===== src/rtl/stepper_stroke_driver.sv =====
// Stepper stroke engine: drives a forward leg of N steps, an optional dwell, then a retract leg.
// Steps land every `period` cycles; done_o/aborted_o pulse one cycle at stroke end; no backpressure.
module stepper_stroke_driver #(
   parameter int CNT_W   = 16,
   parameter int PER_W   = 20,
   parameter int DWELL   = 100,
   parameter int HOLD_EN = 1
) (
   input  logic             clk,
   input  logic             rst_n,
   input  logic             start_i,
   input  logic             dir_i,
   input  logic             half_i,
   input  logic             return_i,
   input  logic [CNT_W-1:0] steps_i,
   input  logic [PER_W-1:0] period_i,
   input  logic             abort_i,
   output logic             busy_o,
   output logic             done_o,
   output logic             aborted_o,
   output logic [CNT_W-1:0] leg_cnt_o,
   output logic [3:0]       signal_o
);

   localparam int DW_W = (DWELL > 1) ? $clog2(DWELL) : 1;

   typedef enum logic [2:0] {S_IDLE, S_FWD, S_DWELL, S_RET, S_DONE} state_t;

   state_t           state, state_nxt;
   logic             armed, coil_en, dir_q, half_q, ret_q, aborted_q;
   logic [CNT_W-1:0] steps_q, leg_cnt;
   logic [PER_W-1:0] period_q, per_cnt;
   logic [DW_W-1:0]  dwell_cnt;
   logic [2:0]       index, stride;
   logic [3:0]       pattern;
   logic             accept, moving, busy, leg_end, step_go, dwell_end;

   assign accept    = (state == S_IDLE) && start_i && armed;
   assign moving    = (state == S_FWD) || (state == S_RET);
   assign busy      = moving || (state == S_DWELL);
   // A leg finishes on the cycle after its last step, so a zero-step stroke
   // passes through FWD for one cycle without moving.
   assign leg_end   = moving && (leg_cnt == steps_q);
   assign step_go   = moving && !abort_i && !leg_end && (per_cnt == period_q - PER_W'(1));
   assign dwell_end = (state == S_DWELL) && !abort_i && (dwell_cnt == DW_W'(DWELL - 1));
   // Full-step from an odd index first lands on the adjacent even index.
   assign stride    = (half_q || index[0]) ? 3'd1 : 3'd2;

   always_ff @(posedge clk or negedge rst_n) begin
      if (!rst_n) state <= S_IDLE;
      else        state <= state_nxt;
   end

   always_comb begin
      state_nxt = state;
      case (state)
         S_IDLE:  if (accept) state_nxt = S_FWD;
         S_FWD: begin
            if (abort_i)      state_nxt = S_DONE;
            else if (leg_end) state_nxt = (ret_q && (steps_q != '0)) ? S_DWELL : S_DONE;
         end
         S_DWELL: begin
            if (abort_i)        state_nxt = S_DONE;
            else if (dwell_end) state_nxt = S_RET;
         end
         S_RET:   if (abort_i || leg_end) state_nxt = S_DONE;
         S_DONE:  state_nxt = S_IDLE;
         default: state_nxt = S_IDLE;
      endcase
   end

   always_ff @(posedge clk or negedge rst_n) begin
      if (!rst_n) begin
         armed     <= 1'b0;
         coil_en   <= 1'b0;
         dir_q     <= 1'b0;
         half_q    <= 1'b0;
         ret_q     <= 1'b0;
         aborted_q <= 1'b0;
         steps_q   <= '0;
         period_q  <= PER_W'(2);
         leg_cnt   <= '0;
         per_cnt   <= '0;
         dwell_cnt <= '0;
         index     <= 3'd0;
      end else begin
         if (accept)        armed <= 1'b0;
         else if (!start_i) armed <= 1'b1;

         per_cnt   <= (!moving || step_go) ? '0 : per_cnt + PER_W'(1);
         dwell_cnt <= (state == S_DWELL) ? dwell_cnt + DW_W'(1) : '0;

         if (accept) begin
            coil_en   <= 1'b1;
            dir_q     <= dir_i;
            half_q    <= half_i;
            ret_q     <= return_i;
            steps_q   <= steps_i;
            period_q  <= (period_i < PER_W'(2)) ? PER_W'(2) : period_i;
            leg_cnt   <= '0;
            aborted_q <= 1'b0;
         end else begin
            if (busy && abort_i) aborted_q <= 1'b1;
            if (step_go) begin
               leg_cnt <= leg_cnt + CNT_W'(1);
               index   <= dir_q ? index + stride : index - stride;
            end
            if (dwell_end) begin
               leg_cnt <= '0;
               dir_q   <= ~dir_q;
            end
         end
      end
   end

   always_comb begin
      pattern = 4'b0000;
      case (index)
         3'd0: pattern = 4'b1000;
         3'd1: pattern = 4'b1100;
         3'd2: pattern = 4'b0100;
         3'd3: pattern = 4'b0110;
         3'd4: pattern = 4'b0010;
         3'd5: pattern = 4'b0011;
         3'd6: pattern = 4'b0001;
         3'd7: pattern = 4'b1001;
         default: pattern = 4'b0000;
      endcase
   end

   assign busy_o    = busy;
   assign done_o    = (state == S_DONE);
   assign aborted_o = (state == S_DONE) && aborted_q;
   assign leg_cnt_o = leg_cnt;
   assign signal_o  = (coil_en && ((HOLD_EN != 0) || (state != S_IDLE))) ? pattern : 4'b0000;

endmodule

===== config.mk =====
export PLATFORM = sky130hd
export DESIGN_NAME = stepper_stroke_driver
export DESIGN_NICKNAME = d
export VERILOG_FILES = /design/src/rtl/stepper_stroke_driver.sv
export SDC_FILE = /design/constraint.sdc
export NUM_CORES = 1
export LEC_CHECK = 0
export CORE_AREA = 3 3 104 106
export CTS_BUF_LIST = sky130_fd_sc_hd__clkbuf_16
export DETAILED_ROUTE_END_ITERATION = 10
export DIE_AREA = 0 0 107 109
export MAX_ROUTING_LAYER = met4
export PLACE_DENSITY = 0.75
export SYNTH_ARGS = -nofsm -noshare
export SYNTH_HDL_FRONTEND = slang
export SYNTH_SLANG_ARGS = --single-unit

===== constraint.sdc =====
create_clock -name clk -period 4.8 [get_ports clk]
set_input_delay 0.96 -clock clk [delete_from_list [all_inputs] [get_ports clk]]
set_output_delay 0.96 -clock clk [all_outputs]
set_load 0.05 [all_outputs]

# Word-level counts from Yosys, hierarchy flattened
# Memories as Yosys holds them, arrays and structs flattened.
# Index checks and enable logic that the tools add are counted.
# totals
latchBits	0
word_cells	84
mem_count	1
mem_bits_ro	32
mem_bits_rw	0
inputBits	43
ff_bits	91
output_inout_bits	23
# memory_table
memory	depth	word_bits	rd	rd_clocked_by_memory_dff	write_ports	line_no	source
(name not given)	8	4	1	0	0	118	case (index)
# op_classes
div_mod_pow	0
multipliers	0
n_reduce_logical	26
n_mux	23
shifts	0
bitwise_logic	2
n_eq_ne	12
magnitude_cmp	1
addsub	6
# op_table
cell	count
$mux W16	3
$mux W20	2
$mux W3	8
$add A20 B1 Y20 const B	1
$eq A20 B20 Y1	1
$lt A20 B2 Y1 const B	1
$sub A20 B1 Y20 const B	1
$add A16 B1 Y16 const B	1
$eq A16 B16 Y1	1
$reduce_bool A16 Y1	1
$pmux W3 S4	1
$logic_and A1 B1 Y1	11
$add A7 B1 Y7 const B	1
$eq A7 B7 Y1 const B	1
$mux W7	1
$eq A3 B2 Y1 const B	2
$mux W1	6
$ne A3 B3 Y1 const B	2
$logic_or A1 B1 Y1	5
$mux W4	1
$ne A2 B1 Y1 const B	2
$reduce_and A4 Y1	1
$reduce_bool A2 Y1	2
$add A3 B2 Y3	1
other kinds (10)	13

# Longest topological paths before layout
# logic_depth
ltp_word	9
mapped_depth	12
mapped_depth_nobuf	10

# Worst setup path after synthesis
# Ideal clock, no wire load.
# synth_path
kind	flip-flop to flip-flop
start	register period_q[0]
end	register leg_cnt[11], in the netlist leg_cnt_o[11]
arrival_time_ps	3361
stages_incl_launch_ff	12
setup_slack_ps	1361
path_buffers	1
t_required_ps	4722
period_less_slack_ps	3439
setup_time_ps	78
cell_sequence	dfrtp_1 -> inv_1 -> ha_1 -> or3b_2 -> or3_1 -> or4_1 -> a22o_1 -> nor4_4 -> nand2_2 -> buf_6 -> or4_1 -> a21oi_1
# synth_via
elab_chain_cells	4
# synth_lines
item	line_no	source
from (decl)	32	logic [PER_W-1:0] period_q, per_cnt;
from (signal assigned)	99	period_q <= (period_i < PER_W'(2)) ? PER_W'(2) : period_i;
$sub A20 B1 Y20	44	assign step_go = moving && !abort_i && !leg_end && (per_cnt == period_q - PER_W'(1));
$eq A20 B20 Y1	44	
$logic_and A1 B1 Y1	44	
$reduce_bool A3 Y1 (no line)	-	
to (signal assigned)	105	leg_cnt <= leg_cnt + CNT_W'(1);
to (decl)	31	logic [CNT_W-1:0] steps_q, leg_cnt;
# Every way passes these cells.
# A chain may end at the register's enable or synchronous reset.

# Final worst setup path
# layout_path
start	register period_q[0]
end	register per_cnt[16]
# layout_via
elab_chain_cells	5
# layout_lines
item	line_no	source
$sub A20 B1 Y20	44	
$eq A20 B20 Y1	44	
$logic_and A1 B1 Y1	44	
$logic_or A1 B1 Y1	90	per_cnt <= (!moving || step_go) ? '0 : per_cnt + PER_W'(1);
$mux W20	90	
to (signal assigned)	90	
to (decl)	32	
# Every way passes these cells.

==> impl_results.md <==
- Number of enable flip-flop cells after synthesis: 0
- # diodes: 0
- TritonRoute pass-1 iters: 4
- Layout cells sized above 1: 12.52%
- Critical path origin: period_q[0]
- Area fraction of the dominant cell type after synthesis: 45.49%
- RSZ-0062 raised after global routing: false
- VDD IR max: 271.9 µV
- Final worst path period share: 84.12%
- Reg-to-reg critical path startpoint: period_q[0]
- # setup viols final: 0
- Max Cap Violations: 0
- Worst Hold Class: flop to flop
- CTS tree: yes
- Final Hold Slack: 0.4880 ns
- Die area: 11660 µm²
- CP max FO: 22
- Synth warn: 0
- Seq/Total Area, Yosys: 46.02%
- Pleak: 2.316 nW
- Synthesis-stage register bit count: 91
- Synthesized area per cell: 10.10 µm²
- Setup CP Type: flop to flop
- 1st-iter DRT viols: 398
- Synthesized area: 4951 µm²
- Post-detailed-route count of antenna-violating nets: 0
- Clk root buf: clkbuf_16
- # port buffers: 65
- Worst hold start: dwell_cnt[0]
- Syn Inst Count: 490
- Crit. End Element: flop
- Cts bufs inserted: 9
- # fillers: 814
- Global-route wire length before repair: 19.42 mm
- Status: complete, no violations
- Placed Instances: 668
- Worst Tran Pin Value: 0.9911 ns
- CTS hold repair buffers: 0
- Initial antenna violation count: 0
- Max Transition Viols Final: 0
- Async set-or-reset flop fraction in the synthesized netlist: 100.0%
- Routed via count: 3971
- Max Clk Rate: 0.2477 GHz
- PwrDens: 482.3 nW/µm²
- Via density: 5.806
- Required @ worst endpoint: 4.99 ns
- Critical Path Source Type: flop
- Syn nets: 538
- Synth top area cells: dfrtp_1 (45%), mux2_2 (8.6%), xnor2_1 (8.3%)
- Dpl hpwl: 8.446 mm
- GP Congestion: 0.8808
- Storage cell area: 2278 µm²
- Multi-input gate area: 2527 µm²
- Vias in the first global route: 3904
- Final core occ: 60.79%
- H-tree lvl count: 3
- Post-CTS Resized: 0
- Distinct cells, synth: 48
- Routed WL: 11.67 mm
- CTS Buffer Depth: 2
- Sum Neg Setup Slack: 0 ns
- GR Util All Layers: 21.75%
- Main flop type after synthesis: dfrtp_1
- Die width: 107 µm
- Tmin final: 4.038 ns
- Post-CTS Setup Repair Bufs: 0
- Clk slew on worst S/H paths: 0.07 ns
- Routed len/inst: 17.05 µm
- Largest net degree at the start of global routing: 49
- Worst Skew: 0.009772 ns
- Total core area: 9864 µm²
- Layout Nets: 594
- Die height: 109 µm
- Area Overhead vs Synth: 21.13%
- Starting Density: 50.19%
- I/O pin count: 66
- CP arrival: 4.23 ns
- Final Hold Vio Count: 0
- Synth area leader: dfrtp_1
- GR Overflow Total: 0
- Remaining DRCs: 0
- Num Clock Sinks: 91
- Slew margin rel.: 33.92%
- Later-pin clock latency in the skew report: 0.34 ns
- Cell row count: 36
- Non-Filler Instances: 684
metal layers:
layer / vias to the layer above / global-route usage [%] / wire [µm]
li1: 1871 / - / -
met1: 1963 / 29.29 / 5349
met2: 124 / 33.77 / 5527
met3: 13 / 3.197 / 609
met4: 0 / 7.945 / 178
met5: - / - / 0
synthesized netlist by cell type (3+ instances only):
cell	instances
nand2b_1	4
nor2_1	43
o31ai_1	6
and2_1	3
buf_6	3
and3_1	12
nor4_1	16
or2_2	5
or3_1	11
or4_1	14
mux2_2	38
dfrtp_1	90
o21ai_0	20
inv_1	12
xnor2_1	47
xor2_1	19
nand2_1	25
nor3_1	14
nand4_1	10
a21oi_1	17
o211ai_1	4
nand3_1	27
clkbuf_1	17
ha_1	4
sequential cells by signal (all words and copies together) (netlist names), 3 cells and up:
| signal | count |
|---|---|
| dwell_cnt | 7 |
| steps_q | 16 |
| leg_cnt_o | 16 |
| index | 3 |
| per_cnt | 20 |
| period_q | 20 |
| state | 3 |
stage by stage:
| step | total power [mW] | cell area [µm²] | setup slack (ns) |
|---|---|---|---|
| floorplan | 1.890 | 4951 | 1.361 |
| global placement | 2.090 | 5673 | 0.9325 |
| detailed placement | 2.128 | 5673 | 0.7105 |
| CTS | 2.907 | 5997 | 0.7609 |
| global route | 3.055 | 5997 | 0.3298 |
| finish | 2.892 | 5997 | 0.7622 |
layout by cell type (no fill, tap or decap), types with 11 or more instances in the layout:
cell type,count
inv_1,13
xnor2_1,47
dfrtp_1,90
nor3_1,14
mux2_2,38
nand2_1,25
clkdlybuf4s50_1,64
and3_1,11
nor2_1,43
or3_1,11
nor4_1,16
nand3_1,27
a21oi_1,17
xor2_1,19
o21ai_0,20
or4_1,14
worst max-delay path: stages (launching register included):
cell	delay, ns
dfrtp_1	0.41
inv_1	0.09
ha_1	0.21
or3b_2	0.51
nor3_1	0.33
a21oi_1	0.11
or4_1	0.49
a2111oi_2	0.53
nand2_2	0.39
nand2b_1	0.68
nor2_1	0.13
worst paths after layout:
path,endpoint,slack [ns],cells after the start
min reg2reg,dwell_cnt[0],0.49,1
min in group asynchronous,period_q[4],0.63,1
max,per_cnt[16],0.76,10
max in group asynchronous,leg_cnt_o[0],3.16,2
min,dwell_cnt[0],0.49,1
max reg2reg,per_cnt[16],0.76,10
cell type report:
class,count,area share [%]
inverters,12,0.7511
clock inverters,7,1.648
repair buffers,66,10.93
well taps,133,2.775
clock buffers,9,3.755
multi-input cells,366,42.14
flip-flops and latches,91,37.99
logic make-up after synthesis:
family	after synthesis	synth area share (%)
fa+ha+maj	5	1.415
compound gates	60	7.506
flops	91	46.02
xor+xnor	66	11.68
buf+inv	33	2.957
mux	40	9.047
simple gates	195	21.38
power breakdown:
part,total [mW],internal [mW],leakage (nW),switching [mW]
Combinational,0.907,0.465,0.988,0.442
Sequential,1.22,0.964,1.17,0.251
Clock,0.770,0.460,0.162,0.310
No activity file was read; power rests on OpenSTA's default activity.
